$ cat src/rtl/riscv_pkg.sv
`default_nettype none
// ============================================================================
// Module      : riscv_pkg
// Description : Shared types for the 5-stage RISC-V pipeline: forwarding
//               select encoding (also used by the execute-stage operand mux)
//               and hazard controller states.
// Revision    : 1.0 - initial release
// ============================================================================
package riscv_pkg;

    // Execute-stage operand source select
    typedef enum logic [1:0] {
        FWD_REG = 2'b00,    // value read from the register file in ID
        FWD_WB  = 2'b01,    // value being written back from MEM/WB
        FWD_MEM = 2'b10     // ALU result sitting in EX/MEM
    } fwd_sel_e;

    // Hazard controller memory-wait state
    typedef enum logic {
        RUN      = 1'b0,
        MEM_WAIT = 1'b1
    } hz_state_e;

    // Operand source for one EX source register; the younger producer
    // (EX/MEM) takes precedence over the older one (MEM/WB). x0 never forwards.
    function automatic fwd_sel_e fwd_select(
        input logic [4:0] rs,
        input logic [4:0] ex_mem_rd,
        input logic       ex_mem_we,
        input logic [4:0] mem_wb_rd,
        input logic       mem_wb_we
    );
        fwd_sel_e sel;
        sel = FWD_REG;
        if (ex_mem_we && (ex_mem_rd != 5'd0) && (ex_mem_rd == rs)) begin
            sel = FWD_MEM;
        end else if (mem_wb_we && (mem_wb_rd != 5'd0) && (mem_wb_rd == rs)) begin
            sel = FWD_WB;
        end
        return sel;
    endfunction

endpackage
`default_nettype wire

$ cat src/rtl/forward_unit.sv
`default_nettype none
// ============================================================================
// Module      : forward_unit
// Description : Combinational operand-forwarding selects for the EX stage,
//               one select per source operand (A and B).
// Revision    : 1.0 - initial release
// ============================================================================
module forward_unit
    import riscv_pkg::*;
(
    input  logic [4:0] ID_EX_rs1,
    input  logic [4:0] ID_EX_rs2,
    input  logic [4:0] EX_MEM_rd,
    input  logic       EX_MEM_reg_write,
    input  logic [4:0] MEM_WB_rd,
    input  logic       MEM_WB_reg_write,
    output fwd_sel_e   forwardA,
    output fwd_sel_e   forwardB
);

    // Pick the newest in-flight producer of each EX source register
    always_comb begin
        forwardA = fwd_select(ID_EX_rs1, EX_MEM_rd, EX_MEM_reg_write,
                              MEM_WB_rd, MEM_WB_reg_write);
        forwardB = fwd_select(ID_EX_rs2, EX_MEM_rd, EX_MEM_reg_write,
                              MEM_WB_rd, MEM_WB_reg_write);
    end

endmodule
`default_nettype wire

$ cat src/rtl/hazard_ctrl.sv
`default_nettype none
// ============================================================================
// Module      : hazard_ctrl
// Description : Pipeline hazard controller. Forwarding selects, load-use
//               bubble insertion, taken-branch squash, data-memory freeze,
//               stall/flush performance counters and a sticky memory-timeout
//               debug flag.
// Revision    : 1.0 - initial release
// ============================================================================
module hazard_ctrl
    import riscv_pkg::*;
#(
    parameter int CNT_W   = 32,
    parameter int TIMEOUT = 255
) (
    input  logic             clk,
    input  logic             reset_n,
    input  logic [4:0]       IF_ID_rs1,
    input  logic [4:0]       IF_ID_rs2,
    input  logic [4:0]       ID_EX_rs1,
    input  logic [4:0]       ID_EX_rs2,
    input  logic [4:0]       ID_EX_rd,
    input  logic             ID_EX_mem_read,
    input  logic [4:0]       EX_MEM_rd,
    input  logic             EX_MEM_reg_write,
    input  logic             EX_MEM_mem_read,
    input  logic             EX_MEM_mem_write,
    input  logic [4:0]       MEM_WB_rd,
    input  logic             MEM_WB_reg_write,
    input  logic             branch_taken,
    input  logic             dmem_ready,
    output logic [1:0]       forwardA,
    output logic [1:0]       forwardB,
    output logic             pc_write,
    output logic             if_id_write,
    output logic             if_id_flush,
    output logic             id_ex_bubble,
    output logic             pipe_hold,
    output logic             mem_timeout,
    output logic [CNT_W-1:0] stall_cnt,
    output logic [CNT_W-1:0] flush_cnt
);

    // Wait counter is at least 8 bits, wider if TIMEOUT needs it
    localparam int c_WAIT_W = ($clog2(TIMEOUT + 1) > 8) ? $clog2(TIMEOUT + 1) : 8;
    localparam logic [c_WAIT_W-1:0] c_TIMEOUT  = c_WAIT_W'(TIMEOUT);
    localparam logic [c_WAIT_W-1:0] c_WAIT_MAX = '1;

    fwd_sel_e            w_fwd_a;
    fwd_sel_e            w_fwd_b;
    logic                w_load_use;
    logic                w_mem_busy;
    hz_state_e           r_state;
    hz_state_e           w_state_nxt;
    logic [c_WAIT_W-1:0] r_wait_cnt;
    logic [c_WAIT_W-1:0] w_wait_nxt;
    logic                r_mem_timeout;
    logic [CNT_W-1:0]    r_stall_cnt;
    logic [CNT_W-1:0]    r_flush_cnt;

    forward_unit u_forward_unit (
        .ID_EX_rs1        (ID_EX_rs1),
        .ID_EX_rs2        (ID_EX_rs2),
        .EX_MEM_rd        (EX_MEM_rd),
        .EX_MEM_reg_write (EX_MEM_reg_write),
        .MEM_WB_rd        (MEM_WB_rd),
        .MEM_WB_reg_write (MEM_WB_reg_write),
        .forwardA         (w_fwd_a),
        .forwardB         (w_fwd_b)
    );

    assign forwardA = w_fwd_a;
    assign forwardB = w_fwd_b;

    assign w_load_use = ID_EX_mem_read && (ID_EX_rd != 5'd0) &&
                        ((ID_EX_rd == IF_ID_rs1) || (ID_EX_rd == IF_ID_rs2));
    assign w_mem_busy = (EX_MEM_mem_read || EX_MEM_mem_write) && !dmem_ready;

    // Pipeline control from this cycle's conditions; memory freeze outranks
    // branch squash, which outranks the load-use bubble
    always_comb begin
        pc_write     = 1'b1;
        if_id_write  = 1'b1;
        if_id_flush  = 1'b0;
        id_ex_bubble = 1'b0;
        pipe_hold    = 1'b0;
        if (w_mem_busy) begin
            pipe_hold   = 1'b1;
            pc_write    = 1'b0;
            if_id_write = 1'b0;
        end else if (branch_taken) begin
            if_id_flush  = 1'b1;
            id_ex_bubble = 1'b1;
        end else if (w_load_use) begin
            pc_write     = 1'b0;
            if_id_write  = 1'b0;
            id_ex_bubble = 1'b1;
        end
    end

    // Next state and next wait-counter value
    always_comb begin
        w_state_nxt = r_state;
        case (r_state)
            RUN:      if (w_mem_busy) w_state_nxt = MEM_WAIT;
            MEM_WAIT: if (dmem_ready) w_state_nxt = RUN;
            default:  w_state_nxt = RUN;
        endcase
        w_wait_nxt = r_wait_cnt;
        if (w_state_nxt == RUN) begin
            w_wait_nxt = '0;
        end else if ((r_state == MEM_WAIT) && (r_wait_cnt != c_WAIT_MAX)) begin
            w_wait_nxt = r_wait_cnt + 1'b1;
        end
    end

    // State, wait counter, sticky timeout and performance counters
    always_ff @(posedge clk or negedge reset_n) begin
        if (!reset_n) begin
            r_state       <= RUN;
            r_wait_cnt    <= '0;
            r_mem_timeout <= 1'b0;
            r_stall_cnt   <= '0;
            r_flush_cnt   <= '0;
        end else begin
            r_state    <= w_state_nxt;
            r_wait_cnt <= w_wait_nxt;
            if (w_wait_nxt >= c_TIMEOUT) begin
                r_mem_timeout <= 1'b1;
            end
            if (!pc_write) begin
                r_stall_cnt <= r_stall_cnt + 1'b1;
            end
            if (if_id_flush) begin
                r_flush_cnt <= r_flush_cnt + 1'b1;
            end
        end
    end

    assign mem_timeout = r_mem_timeout;
    assign stall_cnt   = r_stall_cnt;
    assign flush_cnt   = r_flush_cnt;

endmodule
`default_nettype wire

$ cat config.mk
export PLATFORM = sky130hd
export DESIGN_NAME = hazard_ctrl
export DESIGN_NICKNAME = d
export VERILOG_FILES = /design/src/rtl/riscv_pkg.sv /design/src/rtl/forward_unit.sv /design/src/rtl/hazard_ctrl.sv
export SDC_FILE = /design/constraint.sdc
export NUM_CORES = 1
export LEC_CHECK = 0
export CELL_PAD_IN_SITES_DETAIL_PLACEMENT = 0
export CELL_PAD_IN_SITES_GLOBAL_PLACEMENT = 1
export CORE_ASPECT_RATIO = 0.8
export CORE_MARGIN = 3
export CORE_UTILIZATION = 33
export DETAILED_ROUTE_END_ITERATION = 10
export GPL_TIMING_DRIVEN = 0
export PLACE_DENSITY = 0.77
export SLEW_MARGIN = 20
export SYNTH_ARGS = -nofsm -noshare
export SYNTH_HDL_FRONTEND = slang
export SYNTH_SLANG_ARGS = --single-unit
$ cat constraint.sdc
create_clock -name clk -period 1.9 [get_ports clk]
set_clock_uncertainty 0.15 [all_clocks]
set_input_delay 0.38 -clock clk [delete_from_list [all_inputs] [get_ports clk]]
set_output_delay 0.38 -clock clk [all_outputs]
set_load 0.01 [all_outputs]
==> impl_metrics.env <==
export IMPL_relSlewSlack_pct=70.4
export IMPL_yosys_area_top_type_share_pct=47.3
export IMPL_clockRootBuffer="sky130_fd_sc_hd__clkbuf_16"
export IMPL_violations="setup timing"
export IMPL_powerDensity_nw_per_um2=777
export IMPL_synth_yosys_warnings=0
export IMPL_die_height_um=103
export IMPL_timing_final_setup_violations=10
export IMPL_rr_endpoint="flush_cnt[23]"
export IMPL_worstMarginPinSlew_ns=0.444
export IMPL_place_worst_setup_slack_ns=-1.22
export IMPL_path_cells="buf_8 > or4_4 > o21ai_4 > or4_4 > nor4_4 > buf_2"
export IMPL_timing_critical_path_slowest_stage_cell="sky130_fd_sc_hd__or4_4"
export IMPL_syn_nets=417
export IMPL_routed_via_count=3381
export IMPL_grt_total_usage_pct=16.2
export IMPL_detailed_routing_iteration_count_for_the_pre_antenna_repair_pass=4
export IMPL_max_cap_violations=0
export IMPL_tns_ns=-1.32
export IMPL_cts_tree="done"
export IMPL_place_port_buffers=117
export IMPL_run_status="complete, but fails checks"
export IMPL_cp_endpoint="forwardA[0]"
export IMPL_synth_seq_cells=74
export IMPL_slew_violations=0
export IMPL_worst_skew_pair_late_latency_ns=0.33
export IMPL_slowest_delay_ns=0.55
export IMPL_fin_ws_ns=-0.326
export IMPL_initial_core_util_pct=34.9
export IMPL_cts_made_buffers=9
export IMPL_hpwl_um=7310
export IMPL_final_period_utilization_pct=117
export IMPL_grt_max_degree=44
export IMPL_core_area_um2=11200
export IMPL_endpoint_class_of_the_critical_path="primary output"
export IMPL_worstPathMaxFanout=3
export IMPL_synth_yosys_seq_area_share_pct=47.3
export IMPL_netlist_top_cells_area="sky130_fd_sc_hd__dfrtp_1 (47%), sky130_fd_sc_hd__xnor2_1 (12%), sky130_fd_sc_hd__xor2_1 (9.4%)"
export IMPL_first_iter_violations=171
export IMPL_viasPerCell=4.94
export IMPL_r2r_start="flush_cnt[12]"
export IMPL_floorplan_io_pins=118
export IMPL_syn_instance_count=370
export IMPL_report_final_hold_viol_count=0
export IMPL_regToRegSetupSlack_ns=-0.01
export IMPL_synth_enable_flop_cells=0
export IMPL_crit_type="input pin to primary output"
export IMPL_antenna_cells=0
export IMPL_clock_slew_seen_by_the_registers_of_the_worst_setup_and_hold_paths_ns=0.05
export IMPL_synthToLayoutAreaGrowth_pct=59.4
export IMPL_grt_setup_unrepaired="true"
export IMPL_critPathLaunch="MEM_WB_rd[4]"
export IMPL_synth_cells_most_frequent="sky130_fd_sc_hd__dfrtp_1 (74), sky130_fd_sc_hd__xnor2_1 (54), sky130_fd_sc_hd__xor2_1 (42), sky130_fd_sc_hd__nand3_1 (31), sky130_fd_sc_hd__nor2_1 (29)"
export IMPL_drt_wl_total_um=10900
export IMPL_total_die_area_um2=13200
export IMPL_crit_required_ns=1.37
export IMPL_synth_cell_type_count=44
export IMPL_area_leader_netlist="sky130_fd_sc_hd__dfrtp_1"
export IMPL_antenna_violating_nets_remaining=0
export IMPL_postSynthAreaPerCell_um2=10.6
export IMPL_drive_above_1_share_pct=34.4
export IMPL_min_path_cells=1
export IMPL_synth_most_common_cell="sky130_fd_sc_hd__dfrtp_1"
export IMPL_antenna_found_initial=0
export IMPL_wl_per_cell_um=16.0
export IMPL_worst_path_most_repeated_cell="sky130_fd_sc_hd__or4_4"
export IMPL_gp_congestion=0.798
export IMPL_grt_pass1_wl_um=16900
export IMPL_async_set_reset_flop_share_out_of_synthesis_pct=100
export IMPL_synthesis_area_um2=3920
export IMPL_numClockSinks=74
export IMPL_finish_net_count=582
export IMPL_post_layout_nonfiller_instances=684
export IMPL_leakage_uw=0.00276
export IMPL_floorplan_rows=34
export IMPL_ir_drop_mv=0.448
export IMPL_reg2regPathDepth=6
export IMPL_cells_after_dpl=632
export IMPL_fin_crit_ns=2.23
export IMPL_cts_buffer_depth=2
export IMPL_drt_drc_violations_left=0
export IMPL_hp_class="flip-flop to flip-flop"
export IMPL_worst_ep_arrival_time_ns=1.70
export IMPL_clock_fmax_ghz=0.449
export IMPL_total_number_of_h_tree_levels=3
export IMPL_die_width_um=128
export IMPL_crit_path_start_kind="input pin"
export IMPL_finished_core_util_pct=55.6
export IMPL_synth_ff_type="sky130_fd_sc_hd__dfrtp_1"
export IMPL_grt_pass1_vias=3246
export IMPL_grt_overflow_total=0
-- cell families after synthesis --
| logic type | share of synthesized area, % |
|---|---|
| flip-flops | 47.3 |
| buffers and inverters | 2.33 |
| XOR/XNOR | 21.5 |
| AO/OA/AOI/OAI | 3.51 |
| adder cells (fa/ha/maj) | 0.958 |
| multiplexers | 0.543 |
| AND/OR/NAND/NOR | 23.9 |
-- per-layer routing --
| layer | global-route usage, % | vias up | share of wire [%] |
|---|---|---|---|
| met4 | 5.06 | 0 | 2.0 |
| met3 | 4.47 | 19 | 4.9 |
| met1 | 22.2 | 1659 | 45 |
| met2 | 25.1 | 97 | 48 |
| met5 | 0 | - | 0 |
| li1 | - | 1606 | - |
-- layout by cell type, fill, tap and decap left out, types with 3 or more instances in the layout --
cell type / n
sky130_fd_sc_hd__clkbuf_16: 9
sky130_fd_sc_hd__nand2_2: 3
sky130_fd_sc_hd__buf_6: 9
sky130_fd_sc_hd__clkinv_2: 3
sky130_fd_sc_hd__and3_1: 6
sky130_fd_sc_hd__xor2_1: 40
sky130_fd_sc_hd__nand2_1: 22
sky130_fd_sc_hd__dlymetal6s2s_1: 6
sky130_fd_sc_hd__and2_1: 5
sky130_fd_sc_hd__clkdlybuf4s15_1: 6
sky130_fd_sc_hd__buf_8: 10
sky130_fd_sc_hd__nor3_1: 4
sky130_fd_sc_hd__nor2_4: 6
sky130_fd_sc_hd__inv_1: 7
sky130_fd_sc_hd__bufinv_16: 3
sky130_fd_sc_hd__nor2_1: 20
sky130_fd_sc_hd__nand4_1: 20
sky130_fd_sc_hd__clkdlybuf4s50_1: 58
sky130_fd_sc_hd__nand3_1: 25
sky130_fd_sc_hd__ha_2: 3
sky130_fd_sc_hd__buf_2: 14
sky130_fd_sc_hd__nor2_2: 3
sky130_fd_sc_hd__and2_4: 4
sky130_fd_sc_hd__dlygate4sd2_1: 9
sky130_fd_sc_hd__and4_1: 3
sky130_fd_sc_hd__nor3_2: 4
sky130_fd_sc_hd__dfrtp_2: 15
sky130_fd_sc_hd__or4_4: 5
sky130_fd_sc_hd__xnor2_1: 52
sky130_fd_sc_hd__nand3_2: 7
sky130_fd_sc_hd__buf_4: 37
sky130_fd_sc_hd__nor4_4: 10
sky130_fd_sc_hd__clkbuf_2: 11
sky130_fd_sc_hd__dfrtp_1: 59
-- where the power goes --
| group | internal [µW] | switching [µW] | total, µW |
|---|---|---|---|
| logic | 535 | 465 | 1000 |
| clock network | 1350 | 626 | 1970 |
| registers | 1710 | 166 | 1880 |
| total | 3590 | 1260 | 4850 |
-- worst max-delay path, delay by kind of cell --
kind,cells,cell delay (ns)
and+or+nand+nor,3,0.98
buffers and inverters,2,0.27
AOI/OAI and AO/OA,1,0.05
-- stage by stage --
stage          hold slack, ns  power [µW]  area (µm²)
2_1_floorplan         -0.0656        2270        3960
3_3_place_gp            0.307        2790        5310
3_5_place_dp            0.205        2810        5330
4_1_cts                 0.326        4850        5900
5_1_grt                 0.343        5090        6240
6_report                0.315        4850        6240
-- state kept, by name, indices dropped and copies added, names as in the netlist --
| name | flops |
|---|---|
| stall_cnt | 32 |
| mem_timeout | 1 |
| r_state | 1 |
| r_wait_cnt | 8 |
| flush_cnt | 32 |
-- how the worst min path moves through the flow --
stage	from	endpoint	slack (ns)
6_report	flush_cnt[31]	flush_cnt[31]	0.32
5_1_grt	flush_cnt[31]	flush_cnt[31]	0.34
4_1_cts	flush_cnt[31]	flush_cnt[31]	0.33
3_5_place_dp	reset_n	r_wait_cnt[6]	0.21
3_3_place_gp	mem_timeout	mem_timeout	0.31
2_1_floorplan	reset_n	flush_cnt[0]	-0.07
-- what timing repair did --
| item | CTS | global route |
|---|---|---|
| endpoints found under the setup margin | 74 | 57 |
| buffers inserted | 20 | 22 |
| pin swaps | 37 | 44 |
| resized for setup | 180 | 104 |
| hold endpoints to repair | 31 | 0 |
| hold buffers | 1 | 0 |
-- cell type report --
| type | instances | area, µm² |
|---|---|---|
| Buffer | 3 | 41.3 |
| Clock buffer | 11 | 253 |
| Multi-Input combinational cell | 278 | 2320 |
| Tap cell | 144 | 180 |
| Inverter | 10 | 41.3 |
| Sequential cell | 74 | 1870 |
| Fill cell | 997 | 4990 |
| Clock inverter | 5 | 100 |
| Timing Repair Buffer | 159 | 1440 |
Note: power is estimated with default switching activity, not from simulation.
